File: src/rtl/seq_trojan_trigger.sv
// Sequential trojan: counts masked rare-value matches on trig_nets and, at THRESH, XOR-corrupts the victim bus.
// victim_out is a zero-latency passthrough except while the registered state is ARMED with trojan_en high.
module seq_trojan_trigger #(
   parameter int                 WIDTH        = 7,
   parameter int                 TRIG_W       = 2,
   parameter logic [TRIG_W-1:0]  TRIG_VAL     = 2'b11,
   parameter logic [TRIG_W-1:0]  TRIG_MASK    = 2'b11,
   parameter logic [WIDTH-1:0]   VICTIM_MASK  = 7'b0001000,
   parameter int                 THRESH       = 4,
   parameter int                 CNT_W        = 4,
   parameter int                 CONSEC       = 0,
   parameter int                 PAYLOAD_MODE = 0,
   parameter int                 PULSE_LEN    = 2
) (
   input  logic              clk,
   input  logic              rst_n,
   input  logic              trojan_en,
   input  logic [TRIG_W-1:0] trig_nets,
   input  logic [WIDTH-1:0]  victim_in,
   output logic [WIDTH-1:0]  victim_out,
   output logic              armed,
   output logic [CNT_W-1:0]  trig_count,
   output logic              fire_pulse
);

   localparam int               PW   = (PULSE_LEN > 1) ? $clog2(PULSE_LEN) : 1;
   localparam logic [CNT_W-1:0] THR  = CNT_W'(THRESH);
   localparam logic [PW-1:0]    PEND = PW'(PULSE_LEN - 1);

   typedef enum logic [1:0] {
      IDLE     = 2'd0,
      COUNT    = 2'd1,
      ARMED    = 2'd2,
      COOLDOWN = 2'd3
   } state_t;

   state_t           state;
   logic [PW-1:0]    pulse_cnt;
   logic             match;
   logic [CNT_W-1:0] cnt_inc;

   assign match   = ((trig_nets & TRIG_MASK) == (TRIG_VAL & TRIG_MASK)) && trojan_en;
   assign cnt_inc = trig_count + CNT_W'(1);

   // Payload gated by rst_n and trojan_en so both give an immediate golden output.
   assign victim_out = (rst_n && trojan_en && (state == ARMED)) ? (victim_in ^ VICTIM_MASK)
                                                               : victim_in;

   always_ff @(posedge clk) begin
      if (!rst_n) begin
         state      <= IDLE;
         trig_count <= '0;
         pulse_cnt  <= '0;
         armed      <= 1'b0;
         fire_pulse <= 1'b0;
      end else if (!trojan_en) begin
         state      <= IDLE;
         trig_count <= '0;
         pulse_cnt  <= '0;
         armed      <= 1'b0;
         fire_pulse <= 1'b0;
      end else begin
         fire_pulse <= 1'b0;
         case (state)
            IDLE: begin
               if (match) begin
                  trig_count <= CNT_W'(1);
                  if (THRESH == 1) begin
                     state      <= ARMED;
                     armed      <= 1'b1;
                     fire_pulse <= 1'b1;
                     pulse_cnt  <= '0;
                  end else begin
                     state <= COUNT;
                  end
               end
            end
            COUNT: begin
               if (match) begin
                  trig_count <= cnt_inc;
                  if (cnt_inc == THR) begin
                     state      <= ARMED;
                     armed      <= 1'b1;
                     fire_pulse <= 1'b1;
                     pulse_cnt  <= '0;
                  end
               end else if (CONSEC != 0) begin
                  trig_count <= '0;
                  state      <= IDLE;
               end
            end
            ARMED: begin
               // Pulse mode holds the payload for PULSE_LEN cycles, then cools down and re-arms from zero.
               if (PAYLOAD_MODE != 0) begin
                  if (pulse_cnt == PEND) begin
                     state      <= COOLDOWN;
                     armed      <= 1'b0;
                     trig_count <= '0;
                     pulse_cnt  <= '0;
                  end else begin
                     pulse_cnt <= pulse_cnt + PW'(1);
                  end
               end
            end
            COOLDOWN: begin
               state      <= IDLE;
               trig_count <= '0;
            end
            default: begin
               state      <= IDLE;
               trig_count <= '0;
               armed      <= 1'b0;
            end
         endcase
      end
   end

endmodule

File: config.mk
export PLATFORM = sky130hd
export DESIGN_NAME = seq_trojan_trigger
export DESIGN_NICKNAME = d
export VERILOG_FILES = /design/src/rtl/seq_trojan_trigger.sv
export SDC_FILE = /design/constraint.sdc
export NUM_CORES = 1
export LEC_CHECK = 0
export ABC_AREA = 1
export BUFFER_PORTS_ARGS = -buffer_cell sky130_fd_sc_hd__buf_4
export CORE_MARGIN = 4
export CORE_UTILIZATION = 35
export DETAILED_ROUTE_END_ITERATION = 16
export GPL_ROUTABILITY_DRIVEN = 0
export GPL_TIMING_DRIVEN = 0
export PLACE_DENSITY = 0.69
export SYNTH_ARGS = -nofsm -noshare
export SYNTH_HDL_FRONTEND = slang
export SYNTH_SLANG_ARGS = --single-unit
File: constraint.sdc
create_clock -name clk -period 2.4 [get_ports clk]
set_input_delay 0 -clock clk [delete_from_list [all_inputs] [get_ports clk]]
set_output_delay 0 -clock clk [all_outputs]
set_load 0.005 [all_outputs]
---- Yosys cells after proc, flatten, opt, wreduce, memory -nomap -nowiden ----
Index checks and enable logic that the tools add are counted.
word-level totals
  output and inout bits ................... 13
  logic and storage cells ................. 33
  latch bits .............................. 0
  bits in writable memories ............... 0
  flip-flop bits (word level) ............. 8
  memories kept ........................... 0
  input bits .............................. 12
  bits in read-only memories .............. 0
operators by class
  shift operators ......................... 0
  equal/unequal tests ..................... 8
  multipliers ............................. 0
  $add $sub $neg .......................... 1
  divide/modulo/power cells ............... 0
  bitwise operators ....................... 1
  muxes and demuxes ....................... 9
  reduce and logical (&&, ||, !) cells .... 10
  order comparisons ....................... 0
operator list
  cell                 number
  $mux 4               3
  $pmux 4 s3           1
  $reduce_and 4->1     2
  $eq 2x2->1 const B   3
  $mux 2               3
  $ne 2x2->1 const B   3
  $pmux 2 s3           1
  $reduce_and 3->1     2
  $add 4x1->4 const B  1
  $eq 4x3->1 const B   1
  $logic_and 1x1->1    3
  $reduce_bool 3->1    1
  $eq 2x1->1 const B   1
  $logic_not 2->1      1
  $reduce_and 2->1     1
  $mux 1               1
  $not 1->1            1

---- Depth between registers and ports, before layout ----
Gate-level depths: netlist (run 1).
  word-level depth ........................ 5
  mapped depth ............................ 8
  depth with buffers taken out ............ 8

---- Worst setup path after synthesis (run 1) ----
OpenSTA, ideal clock, no wires.
  path kind ............................... flip-flop to flip-flop
  start point ............................. register trig_count[0]
  end point ............................... register state[0]
  data required time ...................... 2.291 ns
  cell stages (with the launch flop) ...... 9
  setup slack ............................. 1.299 ns
  path buffers ............................ 0
  library setup time ...................... 0.109 ns
  arrival time ............................ 0.992 ns
  period minus slack after synthesis ...... 1.101 ns
  cells stage by stage .................... dfxtp_1 ha_1 inv_1 nand2_1 nand2_2 nor2_4 nand3_1 nand2_1 inv_1
between the ends
  longest elaborated chain between the ends .. 4
RTL lines
  item                               line  RTL
  start, declared                    22    output logic [CNT_W-1:0] trig_count,
  start signal, assigned             80    trig_count <= cnt_inc;
  $add 4x1->4                        43    assign cnt_inc = trig_count + CNT_W'(1);
  $eq 4x3->1                         81    if (cnt_inc == THR) begin
  $ne 2x2->1 (no source line)        --
  $reduce_and 4->1 (no source line)  --
  end signal, assigned               51    state <= IDLE;
  end signal, assigned               82    state <= ARMED;
  end signal, assigned               89    state <= IDLE;
  end, declared                      37    state_t state;
No other way between the ends.
A chain may end at the register's enable or synchronous reset.

---- Worst setup path in the final report (run 1) ----
Ends and elaborated chain as after synthesis.

==> results of run 1 <==
-- state kept, by name, summed over array words and instances, names as in the netlist --
name,cells
state,2
fire_pulse,1
trig_count,4
armed,1
-- worst max-delay path, cell delays in order, from the launching register on --
cell and delay [ns]:
dfxtp_1 0.46, ha_1 0.21, inv_1 0.04, nand2_1 0.07, nand2_2 0.07, nor2_4 0.10, nand3_1 0.09, nand2_1 0.07
inv_1 0.03
-- placed cells by master, fill, tap and decap left out --
master	n
a21oi_1	3
nand2_2	2
nor2_4	1
buf_4	24
nor2_1	2
clkinv_2	1
ha_1	2
clkbuf_4	3
inv_1	10
nand4_1	1
nand3_1	5
nand2_1	19
dfxtp_1	8
nand3_2	2
nor2_2	1
o21ai_0	2
inv_2	1
xor2_1	1
-- kinds of logic (layout without fill, tap and decap cells) --
kind of cell	count (synthesis)	in the layout
simple gates	33	33
buf+inv	18	39
flops	8	8
compound gates	5	5
fa+ha+maj	2	2
xor+xnor	1	1
-- through the flow --
stage / total power, mW / cell area [um2] / hold WS [ns] / util
after global placement: 0.170 / 623 / 0.167 / 0.525
final: 0.271 / 646 / 0.0764 / 0.544
after CTS: 0.280 / 646 / 0.0598 / 0.544
after floorplan: 0.152 / 470 / 0.0554 / -
after detailed placement: 0.171 / 623 / 0.168 / 0.525
after global routing: 0.290 / 646 / 0.0739 / 0.544
-- where the power goes --
part	switching (mW)	internal, mW	total, mW	leakage [nW]
Clock	0.0465	0.0572	0.104	0.0138
Sequential	0.00106	0.134	0.135	0.0645
Combinational	0.0118	0.0210	0.0329	0.261
Total	0.0594	0.212	0.271	0.340
-- metal layers --
layer	track usage	up-vias
li1	-	245
met1	0.135	198
met2	0.172	19
met3	0.0691	5
met4	0.108	0
met5	0	-
-- final timing paths --
kind,to,cells past startpoint,start,slack (ns)
max,state[0]$_SDFFE_PN0P_,8,trig_count[0]$_SDFFE_PN0P_,1.15
min,trig_count[2]$_SDFFE_PN0P_,3,rst_n,0.08
max reg2reg,state[0]$_SDFFE_PN0P_,8,trig_count[0]$_SDFFE_PN0P_,1.15
min reg2reg,armed$_SDFFE_PN0P_,2,armed$_SDFFE_PN0P_,0.47
-- cell type report --
| type | count | area share |
|---|---|---|
| well taps | 14 | 0.0271 |
| repair buffers | 18 | 0.209 |
| inverters | 12 | 0.0717 |
| multi-input cells | 41 | 0.339 |
| plain buffers | 6 | 0.0698 |
| flip-flops and latches | 8 | 0.248 |
| clock buffers | 3 | 0.0349 |
==> flow_summary.toml, run 1 <==
[cells_and_area]
final_cells = 102
regArea_um2 = 160
layout-drive-gt1-share = 0.398
nNetsFinal = 104
synthToLayoutAreaGrowth_pct = 37.2
multi_input_comb_area_um2 = 219
fillCellCount = 125
diodes = 0

[synth]
synth-seq-cells = 8
synth_compound_area_frac = 0.0532
yosysWarningCount = 0
netlist_area_um2 = 470
syn-num-nets = 81
synth_mux_area_frac = 0
synth_common_cells = "nand2_1, inv_1, dfxtp_1"
ys_types = 17
synth_edf_count = 0
synth_area_leaders = "dfxtp_1, nand2_1, buf_4, inv_1, ha_1"
synth_top_family_by_area = "simple AND/OR/NAND/NOR gates"
yosysSeqAreaShare = 0.340
postSynthCellCount = 67
yosys.area_share.simple = 0.340
synthAdderAreaFrac = 0.0532
synth-async-reset-ratio = 0
synthFlopType = "dfxtp_1"
yosys.area.top_type = "dfxtp_1"
synth_area_per_cell_um2 = 7.02
synth_xor_area_frac = 0.0186
synth_top_area_share = 0.340
synth_most_common_cell = "nand2_1"

[sta]
setup_viol = 0
setup_ws_ns = 1.15
slew_violations = 0
min_period_ns = 1.25
max_freq_mhz = 800
finClkSkew_ns = 0.00404
finalCritPeriodShare = 0.521
tightestPinTransition_ns = 0.254
finalSetupTns_ns = 0
hold_violations = 0
rsz0062_at_grt = "no"
slew_headroom = 0.830

[clocking]
cts_sinks = 8
cts.htree.levels = 1
clock_path_buffers = 2
clkLatencyLatePin_ns = 0.26
cts_made_buffers = 3
postCtsHoldBufs = 0
cts_resized = 0
clk_pin_slew_worst_paths_ns = 0.05
clk_root_buffer_cell = "clkbuf_4"
cts_setup_buffers = 0
cts_tree = "built"

[pwr]
p_leak_nw = 0.340
peakVddDrop_mv = 0.260
p_per_area_nw_per_um2 = 420

[run_status]
status = "completed"

[grt]
grt_pass1_wl_um = 1690
grt_overflow = 0
grtUsageTotal = 0.125
grt_pass1_vias = 422
grt_start_max_net_pins = 8
antenna_found_initial = 0

[floorplan]
die_h_um = 44.7
die_area_um2 = 1990
core-area_um2 = 1190
ios = 25
start_util = 0.397
rows = 12
die-width_um = 44.7

[run]
cap_violations = 0

[place]
placedCellCount = 99
numPortBuffers = 18
preCtsSetupSlack_ns = 1.17
hpwl_um = 799

[route]
top_layer = "met4"
wl_met2_um = 432
drt-wirelength-per-cell_um = 9.79
drt-total-wl_um = 999
drtPass1Iterations = 4
wl_met1_um = 411
viasPerCell = 4.58
drc = 0
first_iter_violations = 7
vias = 467
drtAntennaViolNets = 0
met3_length_um = 117

[critical_path]
end_kind = "register"
path_max_fanout = 7
worstPathArrival_ns = 1.41
cp_data_required_time_ns = 2.56
crit_type = "register to register"
cp-start-kind = "register"

[min_path]
hold_class = "input pin to register"
Note: power is estimated with default switching activity, not from simulation.
==> run 2, diff against run 1 <==
Clock period 2.4 ns to 1.2 ns, I/O delays scaled along.
==> flow_summary.toml, run 2 (synthesis gave the netlist of run 1 again) <==
[run_status]
status = "completed"

[sta]
hold_violations = 0
setup_ws_ns = 0.0849
min_period_ns = 1.12
finClkSkew_ns = 0.00443
rsz0062_at_grt = "yes"
setup_viol = 0
tightestPinTransition_ns = 0.200
finalSetupTns_ns = 0
slew_violations = 0
finalCritPeriodShare = 0.929
max_freq_mhz = 897
slew_headroom = 0.866

[route]
drc = 0
first_iter_violations = 6
drtPass1Iterations = 4
wl_met2_um = 439
top_layer = "met4"
met3_length_um = 114
vias = 473
viasPerCell = 4.55
wl_met1_um = 405
drtAntennaViolNets = 0
drt-wirelength-per-cell_um = 9.60
drt-total-wl_um = 998

[cells_and_area]
final_common_cell = "buf_4"
synthToLayoutAreaGrowth_pct = 44.7
nNetsFinal = 106
top_regs = "trig_count x4, state x2"
largest_reg_flops = 4
diodes = 0
layout-drive-gt1-share = 0.478
top_register = "trig_count"
layout_common_cells = "buf_4, nand2_1, inv_1"
fillCellCount = 120

[floorplan]
start_util = 0.397
die_h_um = 44.7
rows = 12
die-width_um = 44.7
die_area_um2 = 1990
ios = 25
core-area_um2 = 1190

[place]
hpwl_um = 799
numPortBuffers = 18
preCtsSetupSlack_ns = -0.0347

[pwr]
p_per_area_nw_per_um2 = 795
p_leak_nw = 0.349
peakVddDrop_mv = 0.520

[critical_path]
end_kind = "primary output"
rr_worst_depth = 8
timing.rr.start = "trig_count[1]$_SDFFE_PN0P_"
timing.rr.end = "state[0]$_SDFFE_PN0P_"
crit_start = "state[0]$_SDFFE_PN0P_"
cp-start-kind = "register"
worstPathArrival_ns = 1.12
cp_data_required_time_ns = 1.20
r2r_slack_ns = 0.08
crit_type = "register to primary output"
cp-endpoint = "victim_out[3]"
path_max_fanout = 3

[clocking]
cts_made_buffers = 3
postCtsHoldBufs = 0
cts_tree = "built"
cts_sinks = 8
clkLatencyLatePin_ns = 0.26
cts.htree.levels = 1
clk_root_buffer_cell = "clkbuf_4"
clk_pin_slew_worst_paths_ns = 0.05
clock_path_buffers = 2

[grt]
grt_pass1_wl_um = 1690
grt_start_max_net_pins = 8
grtUsageTotal = 0.125
grt_pass1_vias = 422
grt_overflow = 0
antenna_found_initial = 0

[run]
cap_violations = 0

[min_path]
min-delay-start = "rst_n"
hold_class = "input pin to register"
hold-path-cell-count = 3
run 2: worst min-delay path by stage:
stage	end	slack (ns)
finish	trig_count[0]$_SDFFE_PN0P_	0.11
global route	trig_count[2]$_SDFFE_PN0P_	0.12
CTS	trig_count[0]$_SDFFE_PN0P_	0.07
detailed placement	victim_out[6]	0.17
global placement	victim_out[5]	0.17
floorplan	victim_out[3]	0.06
run 2: cell type report:
type,instances,area (um2),area share
plain buffers,6,45.0,0.0662
clock buffers,3,22.5,0.0331
inverters,12,46.3,0.0680
multi-input cells,41,231,0.340
flip-flops and latches,8,168,0.246
well taps,14,17.5,0.0257
repair buffers,20,150,0.221
run 2: through the flow:
stage / util / power, mW / cells / cell area [um2] / hold slack [ns]
floorplan: - / 0.305 / 67 / 470 / 0.0554
global placement: 0.525 / 0.340 / 99 / 623 / 0.167
detailed placement: 0.525 / 0.341 / 99 / 623 / 0.168
CTS: 0.547 / 0.560 / 102 / 649 / 0.0712
global route: 0.574 / 0.579 / 104 / 681 / 0.123
finish: 0.574 / 0.541 / 104 / 681 / 0.111
run 2: timing repair:
| action | CTS | global route |
|---|---|---|
| setup endpoints to repair | 2 | 6 |
| setup buffers | 0 | 2 |
| pin swaps | 0 | 1 |
| gates resized for setup | 2 | 7 |
run 2: routing by layer:
| layer | track usage | vias to the layer above |
|---|---|---|
| met5 | 0 | - |
| met4 | 0.108 | 0 |
| met3 | 0.0691 | 5 |
| met2 | 0.172 | 19 |
| met1 | 0.135 | 199 |
| li1 | - | 250 |
run 2: report_power, final:
group / switching [mW] / internal, mW / leakage, nW
combinational: 0.0254 / 0.0431 / 0.269
sequential: 0.00138 / 0.264 / 0.0661
clock: 0.0931 / 0.115 / 0.0138
total: 0.120 / 0.421 / 0.349
run 2: critical path, stage by stage, from the launching register on:
cell and delay, ns:
dfxtp_1 0.32, inv_2 0.07, nand2_2 0.07, nor2_4 0.12, xor2_1 0.14, buf_4 0.12
